**config.mk**
```make
export PLATFORM = sky130hd
export DESIGN_NAME = shiftreg_16_left_deser
export DESIGN_NICKNAME = d
export VERILOG_FILES = /design/src/rtl/shiftreg_pkg.sv /design/src/rtl/shiftreg_bitcnt.sv /design/src/rtl/shiftreg_16_left_deser.sv
export SDC_FILE = /design/constraint.sdc
export NUM_CORES = 1
export LEC_CHECK = 0
export ABC_AREA = 1
export BUFFER_PORTS_ARGS = -buffer_cell sky130_fd_sc_hd__buf_2
export CORE_UTILIZATION = 38
export CTS_BUF_LIST = sky130_fd_sc_hd__clkbuf_16
export DETAILED_ROUTE_END_ITERATION = 10
export PLACE_DENSITY = 0.57
export SETUP_SLACK_MARGIN = 0.5
export SYNTH_ARGS = -nofsm -noshare
export SYNTH_HDL_FRONTEND = slang
export SYNTH_SLANG_ARGS = --single-unit
```
**constraint.sdc**
```tcl
create_clock -name Clock -period 2.3 [get_ports Clock]
set_clock_uncertainty 0.05 [all_clocks]
set_input_delay 0.46 -clock Clock [delete_from_list [all_inputs] [get_ports Clock]]
set_output_delay 0.46 -clock Clock [all_outputs]
set_load 0.02 [all_outputs]
```
**src/rtl/shiftreg_pkg.sv**
```systemverilog
// Shared types and constants for the serial-to-parallel shift register.
// State encoding, bit-order names and the default word width.
package shiftreg_pkg;

  typedef enum logic {
    IDLE  = 1'b0,
    SHIFT = 1'b1
  } state_t;

  localparam string DIR_LEFT  = "LEFT";
  localparam string DIR_RIGHT = "RIGHT";

  localparam int DEF_WIDTH = 16;

endpackage

```
**src/rtl/shiftreg_bitcnt.sv**
```systemverilog
// Bit counter for the deserialiser: sync clear, increment, terminal count.
// i_clr+i_inc together load 1 (bit 0 captured on the clearing edge).
module shiftreg_bitcnt #(
  parameter int WIDTH = 16,
  parameter int CW    = $clog2(WIDTH) + 1
) (
  input  logic          i_clk,
  input  logic          i_rst_n,
  input  logic          i_clr,
  input  logic          i_inc,
  output logic [CW-1:0] o_cnt,
  output logic          o_tc
);

  logic [CW-1:0] r_cnt;

  always_ff @(posedge i_clk or negedge i_rst_n) begin
    if (!i_rst_n) begin
      r_cnt <= '0;
    end else if (i_clr) begin
      r_cnt <= i_inc ? CW'(1) : '0;
    end else if (i_inc) begin
      r_cnt <= r_cnt + 1'b1;
    end
  end

  assign o_cnt = r_cnt;
  assign o_tc  = (r_cnt == CW'(WIDTH - 1));

endmodule

```
**src/rtl/shiftreg_16_left_deser.sv**
```systemverilog
// Framed serial-to-parallel receiver with valid/ack hand-off and overrun flag.
// Ports: Clock, Aclr_n, Start, Enable, ShiftIn, Ack, ClrErr -> Q, Valid, Busy, Overrun.
module shiftreg_16_left_deser
  import shiftreg_pkg::*;
#(
  parameter int    lpm_width     = DEF_WIDTH,
  parameter string lpm_direction = DIR_LEFT
) (
  input  logic                 Clock,
  input  logic                 Aclr_n,
  input  logic                 Start,
  input  logic                 Enable,
  input  logic                 ShiftIn,
  input  logic                 Ack,
  input  logic                 ClrErr,
  output logic [lpm_width-1:0] Q,
  output logic                 Valid,
  output logic                 Busy,
  output logic                 Overrun
);

  localparam int CW = $clog2(lpm_width) + 1;
  localparam bit LSB_FIRST = (lpm_direction == DIR_RIGHT);

  state_t               r_state;
  state_t               w_next;
  logic                 r_rel;
  logic [lpm_width-1:0] r_sh;
  logic [lpm_width-1:0] r_q;
  logic                 r_valid;
  logic                 r_ovr;
  logic [CW-1:0]        w_cnt;
  logic                 w_tc;
  logic                 w_done;
  logic                 w_load;
  logic                 w_cnt_clr;
  logic                 w_cnt_inc;
  logic [lpm_width-1:0] w_word;
  logic [lpm_width-1:0] w_sh_next;

  function automatic logic [lpm_width-1:0] f_shift(
    input logic [lpm_width-1:0] v,
    input logic                 b
  );
    if (LSB_FIRST) return {b, v[lpm_width-1:1]};
    else           return {v[lpm_width-2:0], b};
  endfunction

  // Release is taken one edge late, so the first edge after
  // Aclr_n rises behaves as a plain IDLE cycle.
  always_ff @(posedge Clock or negedge Aclr_n) begin
    if (!Aclr_n) r_rel <= 1'b0;
    else         r_rel <= 1'b1;
  end

  assign w_done = r_rel && (r_state == SHIFT) && Enable && w_tc;
  assign w_load = !r_valid || Ack;
  assign w_word = f_shift(r_sh, ShiftIn);

  // Completion wins over Start; a coincident Start then opens
  // a fresh frame at bit 0 without consuming a bit.
  assign w_cnt_clr = !r_rel || w_done || Start;
  assign w_cnt_inc = r_rel && Enable && !w_done
                     && (Start || (r_state == SHIFT));

  shiftreg_bitcnt #(
    .WIDTH(lpm_width),
    .CW   (CW)
  ) u_bitcnt (
    .i_clk  (Clock),
    .i_rst_n(Aclr_n),
    .i_clr  (w_cnt_clr),
    .i_inc  (w_cnt_inc),
    .o_cnt  (w_cnt),
    .o_tc   (w_tc)
  );

  always_ff @(posedge Clock or negedge Aclr_n) begin
    if (!Aclr_n) r_state <= IDLE;
    else         r_state <= w_next;
  end

  always_comb begin
    w_next = r_state;
    if (!r_rel) begin
      w_next = IDLE;
    end else begin
      unique case (r_state)
        IDLE:  if (Start) w_next = SHIFT;
        SHIFT: if (w_done && !Start) w_next = IDLE;
        default: w_next = IDLE;
      endcase
    end
  end

  always_comb begin
    Busy = (r_state == SHIFT);
  end

  always_comb begin
    w_sh_next = r_sh;
    if (w_done) begin
      w_sh_next = '0;
    end else if (Start) begin
      w_sh_next = Enable ? f_shift('0, ShiftIn) : '0;
    end else if ((r_state == SHIFT) && Enable) begin
      w_sh_next = w_word;
    end
  end

  always_ff @(posedge Clock or negedge Aclr_n) begin
    if (!Aclr_n) begin
      r_sh    <= '0;
      r_q     <= '0;
      r_valid <= 1'b0;
      r_ovr   <= 1'b0;
    end else if (!r_rel) begin
      r_sh    <= '0;
      r_q     <= '0;
      r_valid <= 1'b0;
      r_ovr   <= 1'b0;
    end else begin
      r_sh <= w_sh_next;
      if (w_done && w_load) r_q <= w_word;
      r_valid <= w_done || (r_valid && !Ack);
      r_ovr   <= (w_done && !w_load) || (r_ovr && !ClrErr);
    end
  end

  assign Q       = r_q;
  assign Valid   = r_valid;
  assign Overrun = r_ovr;

endmodule

```
==> summary.md <==
| Metric | Value |
|---|---|
| Via count | 1438 |
| Initial antenna violation count | 0 |
| Die span in y | 70.4 um |
| GR Util All Layers | 0.155 |
| Clock tree buffer depth | 2 |
| CTS tree | built |
| Hold Worst Slack | 0.179 ns |
| CP Launch Type | register |
| Count of buffers from port buffering | 25 |
| CTS root buffer | clkbuf_16 |
| P_leak | 1.21 nW |
| Comb power frac | 0.046 |
| Pwr/cell area | 718 nW/um^2 |
| Drc violations | 0 |
| GR Overflow Total | 0 |
| Htree depth | 2 |
| Crit. End Element | register |
| Max cap viols | 0 |
| Post-place setup slack | 0.503 ns |
| Final WS setup | 0.605 ns |
| Syn_nets | 204 |
| 1st-iter DRT viols | 47 |
| Hold buffers post-CTS | 0 |
| # IOs | 26 |
| First-pass GRT wire length | 6.02 mm |
| Sequential-to-total area share from yosys stat | 0.563 |
| TritonCTS Sinks | 40 |
| Largest family of logic cells by synthesized area | simple AND/OR/NAND/NOR gates |
| VDD IR-drop max | 0.332 mV |
| Switch share | 0.209 |
| Status | finished clean |
| Yosys reg bits | 40 |
| Final Instance Area | 2170 um^2 |
| Fin. Hold Viols | 0 |
| Final wirelength | 3.64 mm |
| Antenna Cells | 0 |
| Mux share of post-synthesis cell area | 0 |
| Relative slew slack | 0.662 |
| Synth cell types | 21 |
| Worst-path clk slew | 0.05 ns |
| Vias per Instance | 5.17 |
| Fin nets | 234 |
| Most common cell after layout, fill and taps aside | nand2_1 |
| Die ar. | 4960 um^2 |
| Number of global-route vias before repair | 1288 |
| Fill cell count | 434 |
| Final Critical Period | 1.69 ns |
| CP Max Fanout | 16 |
| HPWL Detailed | 2.30 mm |
| Area Overhead vs Synth | 21.9% |
| Reg power frac | 0.459 |
| Routed len/inst | 13.1 um |
| Pin count of the biggest net entering global routing | 41 |
| Synth Warn # | 0 |
| Die X | 70.4 um |
| Initial DRT Pass Iterations | 4 |
| RePlAce Congestion | 0.765 |
| Setup violations, final | 0 |
| Internal power | 1.23 mW |
| FP Rows | 24 |
| Tcrit/Tclk final | 0.737 |
| Required time of the critical path | 2.42 ns |
| RSZ-0062 raised after global routing | false |
| Post-synthesis compound-gate area fraction | 0.0281 |
| Mapped cell area | 1780 um^2 |
| Crit Path Class | register to register |
| XOR/XNOR share of the synthesized area | 0.00492 |
| Fmax | 590 MHz |
| Post-DRT Antenna Nets | 0 |
| Hold Crit Class | primary input to async pin |
| Most frequent cells in the layout | 63 x nand2_1, 40 x dfrtp_1, 32 x nand4_1 |
| Total CTS buffers | 5 |
| Synth Instances | 195 |
| Worst Max-Slew Pin Slew | 0.507 ns |
| P_sw | 326 uW |
| Arrival time worst endpoint | 1.81 ns |
| Share of cells above drive strength 1 | 0.212 |
| Mean post-synth cell area | 9.12 um^2 |
| Setup Total Neg Slack | 0 ns |
| Placement Cell Area | 1940 um^2 |
| Initial Utilization | 0.403 |
| Synth top area cells | dfrtp_1 56%, nand2_1 13%, nand4_1 11%, nand3_1 5.3%, inv_1 2.1% |
| Slew Viols, Final | 0 |
| Clock share of power | 0.495 |
| Yosys top cell by area | dfrtp_1 |
| Worst-skew pair later-pin latency | 0.28 ns |
| Simple-gate share of the synthesized area | 0.331 |
| Post-synth top area share | 0.563 |
| Post-Synth Adder-Cell Area | 0.0141 |
| CORE AREA | 4410 um^2 |
[worst paths after layout]
path                              startpoint           endpoint  slack, ns  cells after the start
setup / recovery           u_bitcnt.o_cnt[1]               Q[1]       0.61                     10
setup reg to reg           u_bitcnt.o_cnt[1]               Q[1]       0.61                     10
max in group asynchronous             Aclr_n  u_bitcnt.o_cnt[3]       1.67                      2
hold reg to reg                         Q[4]               Q[4]       0.41                      2
hold / removal                        Aclr_n               Q[0]       0.18                      2
min in group Clock                    ClrErr            Overrun       0.32                      2
[Yosys cell counts]
cell and number:
buf_2 6, nor2_8 1, nor2_1 5, o21ai_0 2, xor2_1 1, o211ai_1 1
ha_1 2, nand4_1 32, conb_1 1, buf_4 2, nand2_1 63, a21oi_1 2
nand2_2 2, clkbuf_1 2, a21oi_4 1, dfrtp_1 40, nor2_2 1, o22ai_1 1
inv_1 10, nand3_1 19, buf_6 1
[cell families (layout without fill, tap and decap cells)]
family,Yosys count,in the layout
flops,40,40
buf+inv,21,52
fa+ha+maj,2,2
simple gates,123,123
xor+xnor,1,1
other cells,1,1
compound gates,7,7
[registers in the layout (all words and copies together) (netlist names)]
name / cells
Busy: 1
Overrun: 1
Q: 16
Valid: 1
r_rel: 1
r_sh: 15
u_bitcnt.o_cnt: 5
[area by class of cell]
cell class,instances,area [um^2],area share
clock buffer,5,125,0.0577
inverter,10,41.3,0.0190
timing repair buffer,34,218,0.100
tap,52,65.1,0.0300
multi-input combinational,134,682,0.314
sequential,40,1000,0.461
clock inverter,3,37.5,0.0173
[per-layer routing]
| layer | up-vias | global-route usage | wire length [um] |
|---|---|---|---|
| li1 | 723 | - | - |
| met1 | 682 | 0.203 | 1700 |
| met2 | 27 | 0.240 | 1750 |
| met3 | 6 | 0.0476 | 135 |
| met4 | 0 | 0.0533 | 53 |
| met5 | - | 0 | 0 |
[metrics by stage]
step,cells,power (mW),util
after global placement,266,0.795,0.440
after global routing,278,1.61,0.491
after CTS,275,1.57,0.482
after detailed placement,266,0.795,0.440
after floorplan,195,0.766,-
final,278,1.56,0.491
[worst max-delay path, stage by stage, from the launching register on]
cell and delay (ns):
dfrtp_1 0.38, ha_2 0.19, nand2_1 0.05, nor2_1 0.09, ha_2 0.19, nand2_2 0.10, nor2_8 0.20, a21oi_4 0.08
buf_12 0.15, nand2_1 0.05, nand2_1 0.05
[power by group through the flow]
stage	Clock, mW	Combinational (mW)	Sequential (mW)
final	0.770	0.0716	0.715
after global routing	0.813	0.0799	0.715
after CTS	0.783	0.0717	0.715
after detailed placement	0	0.0676	0.727
after global placement	0	0.0677	0.728
after floorplan	0	0.0393	0.726
[what timing repair did]
| item | in CTS | in global routing |
|---|---|---|
| resized for setup | 0 | 3 |
| setup buffers | 1 | 3 |
| setup endpoints to repair | 16 | 17 |
| pin swaps | 1 | 2 |
No activity file was read; power rests on OpenSTA's default activity.
